### config.mk
export PLATFORM = sky130hd
export DESIGN_NAME = count_smoother_flat
export DESIGN_NICKNAME = d
export VERILOG_FILES = /design/src/rtl/count_smoother_if.sv /design/src/rtl/count_smoother.sv /design/src/flat_wrapper.sv
export SDC_FILE = /design/constraint.sdc
export NUM_CORES = 1
export LEC_CHECK = 0
export ABC_AREA = 1
export CAP_MARGIN = 20
export CORE_ASPECT_RATIO = 0.7
export CORE_MARGIN = 2
export CORE_UTILIZATION = 45
export CTS_CLUSTER_DIAMETER = 30
export DETAILED_ROUTE_END_ITERATION = 10
export GPL_TIMING_DRIVEN = 0
export SLEW_MARGIN = 20
export SYNTH_ARGS = -nofsm -noshare
export SYNTH_HDL_FRONTEND = slang
export SYNTH_SLANG_ARGS = --single-unit
### constraint.sdc
create_clock -name clk -period 4.3 [get_ports clk]
set_clock_uncertainty 0.15 [all_clocks]
set_input_delay 0.86 -clock clk [delete_from_list [all_inputs] [get_ports clk]]
set_output_delay 0.86 -clock clk [all_outputs]
set_load 0.1 [all_outputs]
### src/rtl/count_smoother_if.sv
// count_smoother_if: sample/result bundle between the edge-count latch
// stage and the moving-average filter.
//   sample_strobe  single-cycle sample-accept pulse
//   sample_in      latched edge count (unsigned, 8 bit)
//   flush          synchronous clear of window history
//   avg_out        registered smoothed count
//   avg_valid      one-cycle pulse per evaluated average
//   primed         window holds a full set of samples
// master = sample producer, slave = filter.
interface count_smoother_if;
  logic       sample_strobe;
  logic [7:0] sample_in;
  logic       flush;
  logic [7:0] avg_out;
  logic       avg_valid;
  logic       primed;

  modport master (
    output sample_strobe, sample_in, flush,
    input  avg_out, avg_valid, primed
  );

  modport slave (
    input  sample_strobe, sample_in, flush,
    output avg_out, avg_valid, primed
  );
endinterface

### src/rtl/count_smoother.sv
// count_smoother: moving-average filter over the last DEPTH edge counts.
// Stage 1 updates a circular buffer and running sum on each accepted
// strobe; stage 2 registers sum/DEPTH one cycle later with a valid pulse
// (latency 2, one sample per cycle).
// Ports:
//   clk    system clock
//   reset  asynchronous, active-high reset
//   bus    count_smoother_if.slave (strobe/sample/flush in, average out)
// Parameters: DEPTH (power of two, 2..64), HYST (hysteresis in counts).
// Optional feature: define COUNT_SMOOTHER_HYST_EN to hold avg_out unless
// the new candidate differs from it by more than HYST.
module count_smoother #(
  parameter int DEPTH = 8,
  parameter int HYST  = 2
) (
  input logic             clk,
  input logic             reset,
  count_smoother_if.slave bus
);

  localparam int LOG2   = $clog2(DEPTH);
  localparam int SUM_W  = 8 + LOG2;
  localparam int FILL_W = LOG2 + 1;
  localparam logic [FILL_W-1:0] FILL_LAST = FILL_W'(DEPTH - 1);

  if (DEPTH < 2 || DEPTH > 64 || (DEPTH & (DEPTH - 1)) != 0) begin : g_bad_depth
    $error("count_smoother: DEPTH must be a power of two in 2..64");
  end
  if (HYST < 0 || HYST > 255) begin : g_bad_hyst
    $error("count_smoother: HYST must be in 0..255");
  end

  typedef enum logic {FILL, RUN} state_t;

  state_t            state_q, state_d;
  logic              in_run;
  logic              accept;
  logic [7:0]        sample_buf [DEPTH];
  logic [LOG2-1:0]   wr_ptr;
  logic [SUM_W-1:0]  sum;
  logic [FILL_W-1:0] fill_cnt;
  logic              s1_valid;
  logic [7:0]        candidate;
  logic              load_en;
  logic [7:0]        avg_q;
  logic              valid_q;
  logic              primed_q;

  // flush wins over a coincident strobe
  assign accept    = bus.sample_strobe & ~bus.flush;
  assign candidate = sum[SUM_W-1:LOG2];

  // FSM: state register
  always_ff @(posedge clk or posedge reset) begin
    if (reset) state_q <= FILL;
    else       state_q <= state_d;
  end

  // FSM: next state
  always_comb begin
    state_d = state_q;
    case (state_q)
      FILL: if (accept && fill_cnt == FILL_LAST) state_d = RUN;
      RUN:  if (bus.flush) state_d = FILL;
      default: state_d = FILL;
    endcase
  end

  // FSM: outputs
  always_comb begin
    in_run = (state_q == RUN);
  end

  // History buffer needs no reset: entries are only read once in RUN,
  // by which point every slot has been written since the last clear.
  always_ff @(posedge clk) begin
    if (accept) sample_buf[wr_ptr] <= bus.sample_in;
  end

  // Stage 1: running sum, pointer, fill count
  always_ff @(posedge clk or posedge reset) begin
    if (reset) begin
      sum      <= '0;
      wr_ptr   <= '0;
      fill_cnt <= '0;
      s1_valid <= 1'b0;
    end else if (bus.flush) begin
      sum      <= '0;
      wr_ptr   <= '0;
      fill_cnt <= '0;
      s1_valid <= 1'b0;
    end else begin
      s1_valid <= accept;
      if (accept) begin
        wr_ptr <= wr_ptr + 1'b1;
        if (in_run) begin
          sum <= sum - SUM_W'(sample_buf[wr_ptr]) + SUM_W'(bus.sample_in);
        end else begin
          sum      <= sum + SUM_W'(bus.sample_in);
          fill_cnt <= fill_cnt + 1'b1;
        end
      end
    end
  end

`ifdef COUNT_SMOOTHER_HYST_EN
  localparam logic [7:0] HYST_C = 8'(HYST);
  logic       first_out;
  logic [7:0] diff;

  always_comb begin
    diff    = (candidate > avg_q) ? (candidate - avg_q) : (avg_q - candidate);
    load_en = first_out || (diff > HYST_C);
  end

  // first result after reset/flush always loads
  always_ff @(posedge clk or posedge reset) begin
    if (reset)          first_out <= 1'b1;
    else if (bus.flush) first_out <= 1'b1;
    else if (s1_valid)  first_out <= 1'b0;
  end
`else
  always_comb begin
    load_en = 1'b1;
  end
`endif

  // Stage 2: registered average, valid pulse, primed flag
  always_ff @(posedge clk or posedge reset) begin
    if (reset) begin
      avg_q    <= '0;
      valid_q  <= 1'b0;
      primed_q <= 1'b0;
    end else if (bus.flush) begin
      avg_q    <= '0;
      valid_q  <= 1'b0;
      primed_q <= 1'b0;
    end else begin
      valid_q <= s1_valid;
      if (s1_valid) begin
        primed_q <= in_run;
        if (load_en) avg_q <= candidate;
      end
    end
  end

  assign bus.avg_out   = avg_q;
  assign bus.avg_valid = valid_q;
  assign bus.primed    = primed_q;

endmodule

### src/flat_wrapper.sv
// flat-port wrapper written by rule: the top's interface ports become plain ports
module count_smoother_flat 
#(
  parameter int DEPTH = 8,
  parameter int HYST  = 2
)
  (clk, reset, bus_sample_strobe, bus_sample_in, bus_flush, bus_avg_out, bus_avg_valid, bus_primed);
  count_smoother_if bus_i ();
  input logic clk;
  input logic reset;
  input wire logic [$bits(bus_i.sample_strobe)-1:0] bus_sample_strobe;
  input wire logic [$bits(bus_i.sample_in)-1:0] bus_sample_in;
  input wire logic [$bits(bus_i.flush)-1:0] bus_flush;
  output wire logic [$bits(bus_i.avg_out)-1:0] bus_avg_out;
  output wire logic [$bits(bus_i.avg_valid)-1:0] bus_avg_valid;
  output wire logic [$bits(bus_i.primed)-1:0] bus_primed;
  assign bus_i.sample_strobe = bus_sample_strobe;
  assign bus_i.sample_in = bus_sample_in;
  assign bus_i.flush = bus_flush;
  assign bus_avg_out = bus_i.avg_out;
  assign bus_avg_valid = bus_i.avg_valid;
  assign bus_primed = bus_i.primed;
  count_smoother #(.DEPTH(DEPTH), .HYST(HYST)) u_core (.clk(clk), .reset(reset), .bus(bus_i));
endmodule
==> impl_metrics.toml, run 1 <==
[logic_synthesis]
avgSynthCellArea_um2 = 9.25
synth_warnings = 0
netlist_area_um2 = 5090
ys_seq_elements = 94
synth_edf_count = 64
syn-instance-count = 550
synth_ff_type = "edfxtp_1"
async_flop_share = 0.319
synth_top_area_cell = "edfxtp_1"
yosysTopAreaCellShare = 0.378
syn-num-nets = 593
ys_top_cells_by_area = "edfxtp_1, dfrtp_1, nand2_1, nor2_1, ha_1"
ys_seq_area_frac = 0.525
netlist-cell-type-count = 38

[drt]
wl_met3_um = 762
wl_per_cell_um = 16.1
drc = 0
antenna_violating_nets_post_route = 0
vias = 3812
wl_met2_mm = 4.89
drt-total-wl_mm = 11.9
wl_met1_mm = 6.23
firstDrtPassIters = 4
viasPerCell = 5.15
dr.max_layer_used = "met4"
drtIter0Drc = 281

[global_routing]
antenna_found_initial = 0
track_usage = 0.213
grt-ovfl-total = 0
grt_pass1_wl_mm = 20.0
grt_start_max_net_pins = 31
grt_pass1_vias = 3808

[sta]
post-route-worst-setup-slack_ns = 0.963
rsz0062_at_grt = "no"
slew_headroom = 0.350
period_share = 0.776
fmax_ghz = 0.300
fin_setup_tns_ns = 0
tightestPinTransition_ns = 0.972
maxSlewViolCount = 0
hold_viol = 0
setup_viol = 0
fin_crit_ns = 3.34

[worst_setup_path]
critPathLaunchType = "input pin"
r2r-start = "u_core.wr_ptr[0]"
crit_arrival_ns = 3.41
worstPathRequired_ns = 4.37
r2r-end = "u_core.sum[4]"
regToRegSetupSlack_ns = 0.98
cp_max_fo = 11
endpoint_kind = "flip-flop"
crit_start = "bus_sample_in[1]"
path_class = "in2reg"
crit_path_end = "u_core.sum[4]"
reg2reg_depth = 16

[power]
p_leak_nw = 2.53
power_frac_clock = 0.331
combPwrFrac = 0.254
swShare = 0.315
peakVddDrop_mv = 0.217
total_switching_power_mw = 0.766
p_int_mw = 1.67
cellPowerDensity_nw_per_um2 = 420
p_seq_frac = 0.416

[clocking]
h-tree-depth = 3
clk_latency_ns = 0.34
clkTransAtPathRegs_ns = 0.07
cts_setup_buffers = 0
hold_buffers = 0
cts_root_buf = "clkbuf_16"
numCtsBuffers = 9
cts_repair_resize_count = 0
cts_buffer_depth = 2
cts_tree = "built"
clock-sinks = 94

[job]
timing.max_cap.violations = 0

[die]
core_area_um2 = 11000
fp.dieH_um = 93.0
die_w_um = 131
io_pins = 22
row_count = 32
dieArea_um2 = 12200
start_util = 0.462

[final_layout]
layout_common_cells = "nand2_1, nor2_1, inv_1"
mostFrequentLayoutCell = "nand2_1"
drive_gt1_frac = 0.0852
utilization = 0.526
fin_cells = 740
final_area_um2 = 5790
fin_nets = 625
diodes = 0
syn_to_final_growth_pct = 13.7

[placed_design]
hpwl_mm = 8.88
gp_congestion = 0.886
numPortBuffers = 21
pre_cts_ws_ns = 0.567
placed_area_um2 = 5490
dp.cells = 724

[min_path]
hp-class = "reg2reg"

[run_status]
status = "finished, final reports clean"
==> how the worst min path moves through the flow <==
stage | from | endpoint | cells after the start
2_1_floorplan | u_core.fill_cnt[3] | u_core.fill_cnt[3] | 1
3_3_place_gp | u_core.fill_cnt[3] | u_core.fill_cnt[3] | 1
3_5_place_dp | u_core.fill_cnt[3] | u_core.fill_cnt[3] | 1
4_1_cts | u_core.fill_cnt[3] | u_core.fill_cnt[3] | 1
5_1_grt | u_core.fill_cnt[3] | u_core.fill_cnt[3] | 1
6_report | u_core.fill_cnt[3] | u_core.fill_cnt[3] | 1
==> state kept, by name (all words and copies together) (netlist names) <==
signal / count
u_core.bus.avg_valid: 1
u_core.wr_ptr: 3
u_core.sample_buf: 64
u_core.s1_valid: 1
u_core.bus.primed: 1
u_core.in_run: 1
u_core.bus.avg_out: 8
u_core.sum: 11
u_core.fill_cnt: 4
==> per-stage QoR <==
stage               power (mW)  hold slack (ns)
global route              2.58            0.385
finish                    2.43            0.344
detailed placement        1.64            0.331
CTS                       2.45            0.341
floorplan                 1.49            0.291
global placement          1.63            0.309
==> power by group through the flow <==
stage	combinational [mW]	clock (mW)	sequential (mW)
2_1_floorplan	0.446	0	1.04
3_3_place_gp	0.605	0	1.03
3_5_place_dp	0.611	0	1.03
4_1_cts	0.616	0.820	1.01
5_1_grt	0.716	0.854	1.01
6_report	0.617	0.804	1.01
==> layer usage <==
layer  track usage  vias up
li1              -     1887
met1         0.320     1810
met2         0.315      108
met3        0.0488        7
met4        0.0489        0
met5             0        -
==> cells in the mapped netlist, drive strengths merged, types with 2 or more instances <==
library cell / instances
nand3b: 4
dfrtp: 30
xor2: 3
nand4: 3
clkbuf: 5
edfxtp: 64
a211oi: 2
ha: 22
o21ai: 46
nand3: 47
nor2: 84
buf: 4
a21oi: 10
xnor2: 3
o2111ai: 7
fa: 9
inv: 81
nand2: 117
==> critical path, cell delays in order <==
cell	delay, ns
clkdlybuf4s50_1	0.75
inv_1	0.13
fa_1	0.54
fa_1	0.48
inv_1	0.10
nand3_1	0.08
nand3_2	0.10
xnor2_1	0.14
nand2_1	0.08
nand2_1	0.07
o21ai_0	0.07
==> cells by family after synthesis <==
family,synth area share
fa+ha+maj,0.0895
flops,0.525
compound gates,0.0838
simple gates,0.221
buf+inv,0.0698
xor+xnor,0.0103
==> area by class of cell <==
type                       count  area, um^2
sequential                    94        2670
inverter                      81         307
timing repair buffer          21         210
fill                        1013        5220
clock inverter                 6        68.8
buffer                         9        48.8
tap                          153         191
clock buffer                  10         229
multi-input combinational    366        2060
No activity file was read; power rests on OpenSTA's default activity.
==> run 2: changes to the inputs <==
- clock period: 4.3 -> 3.15 ns (I/O delays scaled with it)
==> run 2 against run 1 <==
Total power increased by 44%. Sequential cell count unchanged. Final cell count increased by 1.4%. Utilization increased by 3.3 points. Clock power increased by 37%. Register-to-register slack got worse by 0.88 ns. Non-clock buffer count increased by 10. Critical endpoint is now u_core.sum[9]. Global-route usage unchanged. Hold slack got worse by 0.00071 ns. Critical path type is now reg2reg.
==> impl_metrics.toml, run 2 (synthesis gave the netlist of run 1 again) <==
[die]
dieArea_um2 = 12200
io_pins = 22
row_count = 32
start_util = 0.462
die_w_um = 131
fp.dieH_um = 93.0
core_area_um2 = 11000

[sta]
fmax_ghz = 0.328
slew_headroom = 0.350
hold_ws_ns = 0.343
setup_viol = 0
post-route-worst-setup-slack_ns = 0.104
maxSlewViolCount = 0
fin_crit_ns = 3.05
tightestPinTransition_ns = 0.972
period_share = 0.967
fin_setup_tns_ns = 0
hold_viol = 0

[global_routing]
grt_pass1_wl_mm = 20.0
grt-ovfl-total = 0
grt_start_max_net_pins = 31
antenna_found_initial = 0
grt_pass1_vias = 3808
track_usage = 0.213

[final_layout]
layout_common_cells = "nand2_1, nor2_1, inv_1"
utilization = 0.559
fin_nets = 635
fin_cells = 750
mostFrequentLayoutCell = "nand2_1"
final_area_um2 = 6150
syn_to_final_growth_pct = 20.9
largest_reg_flops = 64
drive_gt1_frac = 0.183
regMostFlops = "u_core.sample_buf"
diodes = 0

[worst_setup_path]
path_class = "reg2reg"
endpoint_kind = "flip-flop"
critPathLaunchType = "flip-flop"
cp_max_fo = 10
worstPathRequired_ns = 3.22
crit_arrival_ns = 3.11

[clocking]
hold_buffers = 0
h-tree-depth = 3
cts_tree = "built"
clock-sinks = 94
clkTransAtPathRegs_ns = 0.07
cts_root_buf = "clkbuf_16"
cts_buffer_depth = 2
numCtsBuffers = 9
clk_latency_ns = 0.34

[power]
p_total_mw = 3.51
cellPowerDensity_nw_per_um2 = 571
p_leak_nw = 2.66
peakVddDrop_mv = 0.302

[placed_design]
hpwl_mm = 8.88
gp_congestion = 0.886
dp.cells = 724
pre_cts_ws_ns = -0.353
numPortBuffers = 21
placed_area_um2 = 5490

[drt]
drt-total-wl_mm = 12.4
drc = 0
viasPerCell = 5.21
firstDrtPassIters = 4
drtIter0Drc = 281
antenna_violating_nets_post_route = 0
wl_per_cell_um = 16.5
vias = 3904

[job]
timing.max_cap.violations = 0

[run_status]
status = "finished, final reports clean"

[min_path]
hp-class = "reg2reg"
==> run 2: cell count changes in the layout (fill, tap and decap cells not counted), sizes merged <==
cell	delta
buf	+11
clkdlybuf4s50	-3
dlymetal6s2s	+3
inv	-2
clkbuf	-1
clkinv	+1
clkinvlp	+1
==> run 2: worst max-delay path, cell delays in order (launching register included) <==
cell and delay, ns:
dfrtp_2 0.42, inv_1 0.10, buf_2 0.21, o21ai_0 0.30, o2111ai_2 0.21, fa_1 0.52, inv_1 0.07, ha_4 0.29
nand2_2 0.08, nor2_2 0.10, nand3_1 0.10, nand3_1 0.10, nand2_1 0.05, nand3_1 0.11, nand3_1 0.10
==> run 2: timing repair <==
action                                  4_1_cts  5_1_grt
pin swaps                                     0       16
gates resized for setup                      13       79
setup buffers                                 0       10
endpoints found under the setup margin        8        8
==> run 2: final cells by class <==
type,instances,area (um^2)
clock buffer,10,229
buffer,9,67.6
clock inverter,6,68.8
inverter,81,320
sequential,94,2680
fill,961,4860
multi-input combinational,366,2300
tap,153,191
timing repair buffer,31,300
==> run 2: final timing paths <==
kind | startpoint | endpoint | slack [ns] | depth (start not counted)
worst min-delay path | u_core.fill_cnt[3] | u_core.fill_cnt[3] | 0.34 | 1
worst max-delay path | u_core.wr_ptr[0] | u_core.sum[9] | 0.10 | 14
worst min register to register | u_core.fill_cnt[3] | u_core.fill_cnt[3] | 0.34 | 1
min in group asynchronous | reset | u_core.wr_ptr[1] | 0.56 | 2
max in group asynchronous | reset | u_core.wr_ptr[0] | 1.80 | 2
worst max register to register | u_core.wr_ptr[0] | u_core.sum[9] | 0.10 | 14
==> run 2: per-layer routing <==
layer | GRT usage | wire [um] | up-vias
li1 | - | - | 1906
met1 | 0.319 | 6340 | 1883
met2 | 0.316 | 5180 | 104
met3 | 0.0488 | 759 | 11
met4 | 0.0498 | 123 | 0
met5 | 0 | 0 | -
==> run 2: report_power, final <==
group          switching, mW  leakage [nW]  internal [mW]
sequential            0.0260         0.982           1.36
clock                  0.479         0.140          0.622
combinational          0.625          1.53          0.405
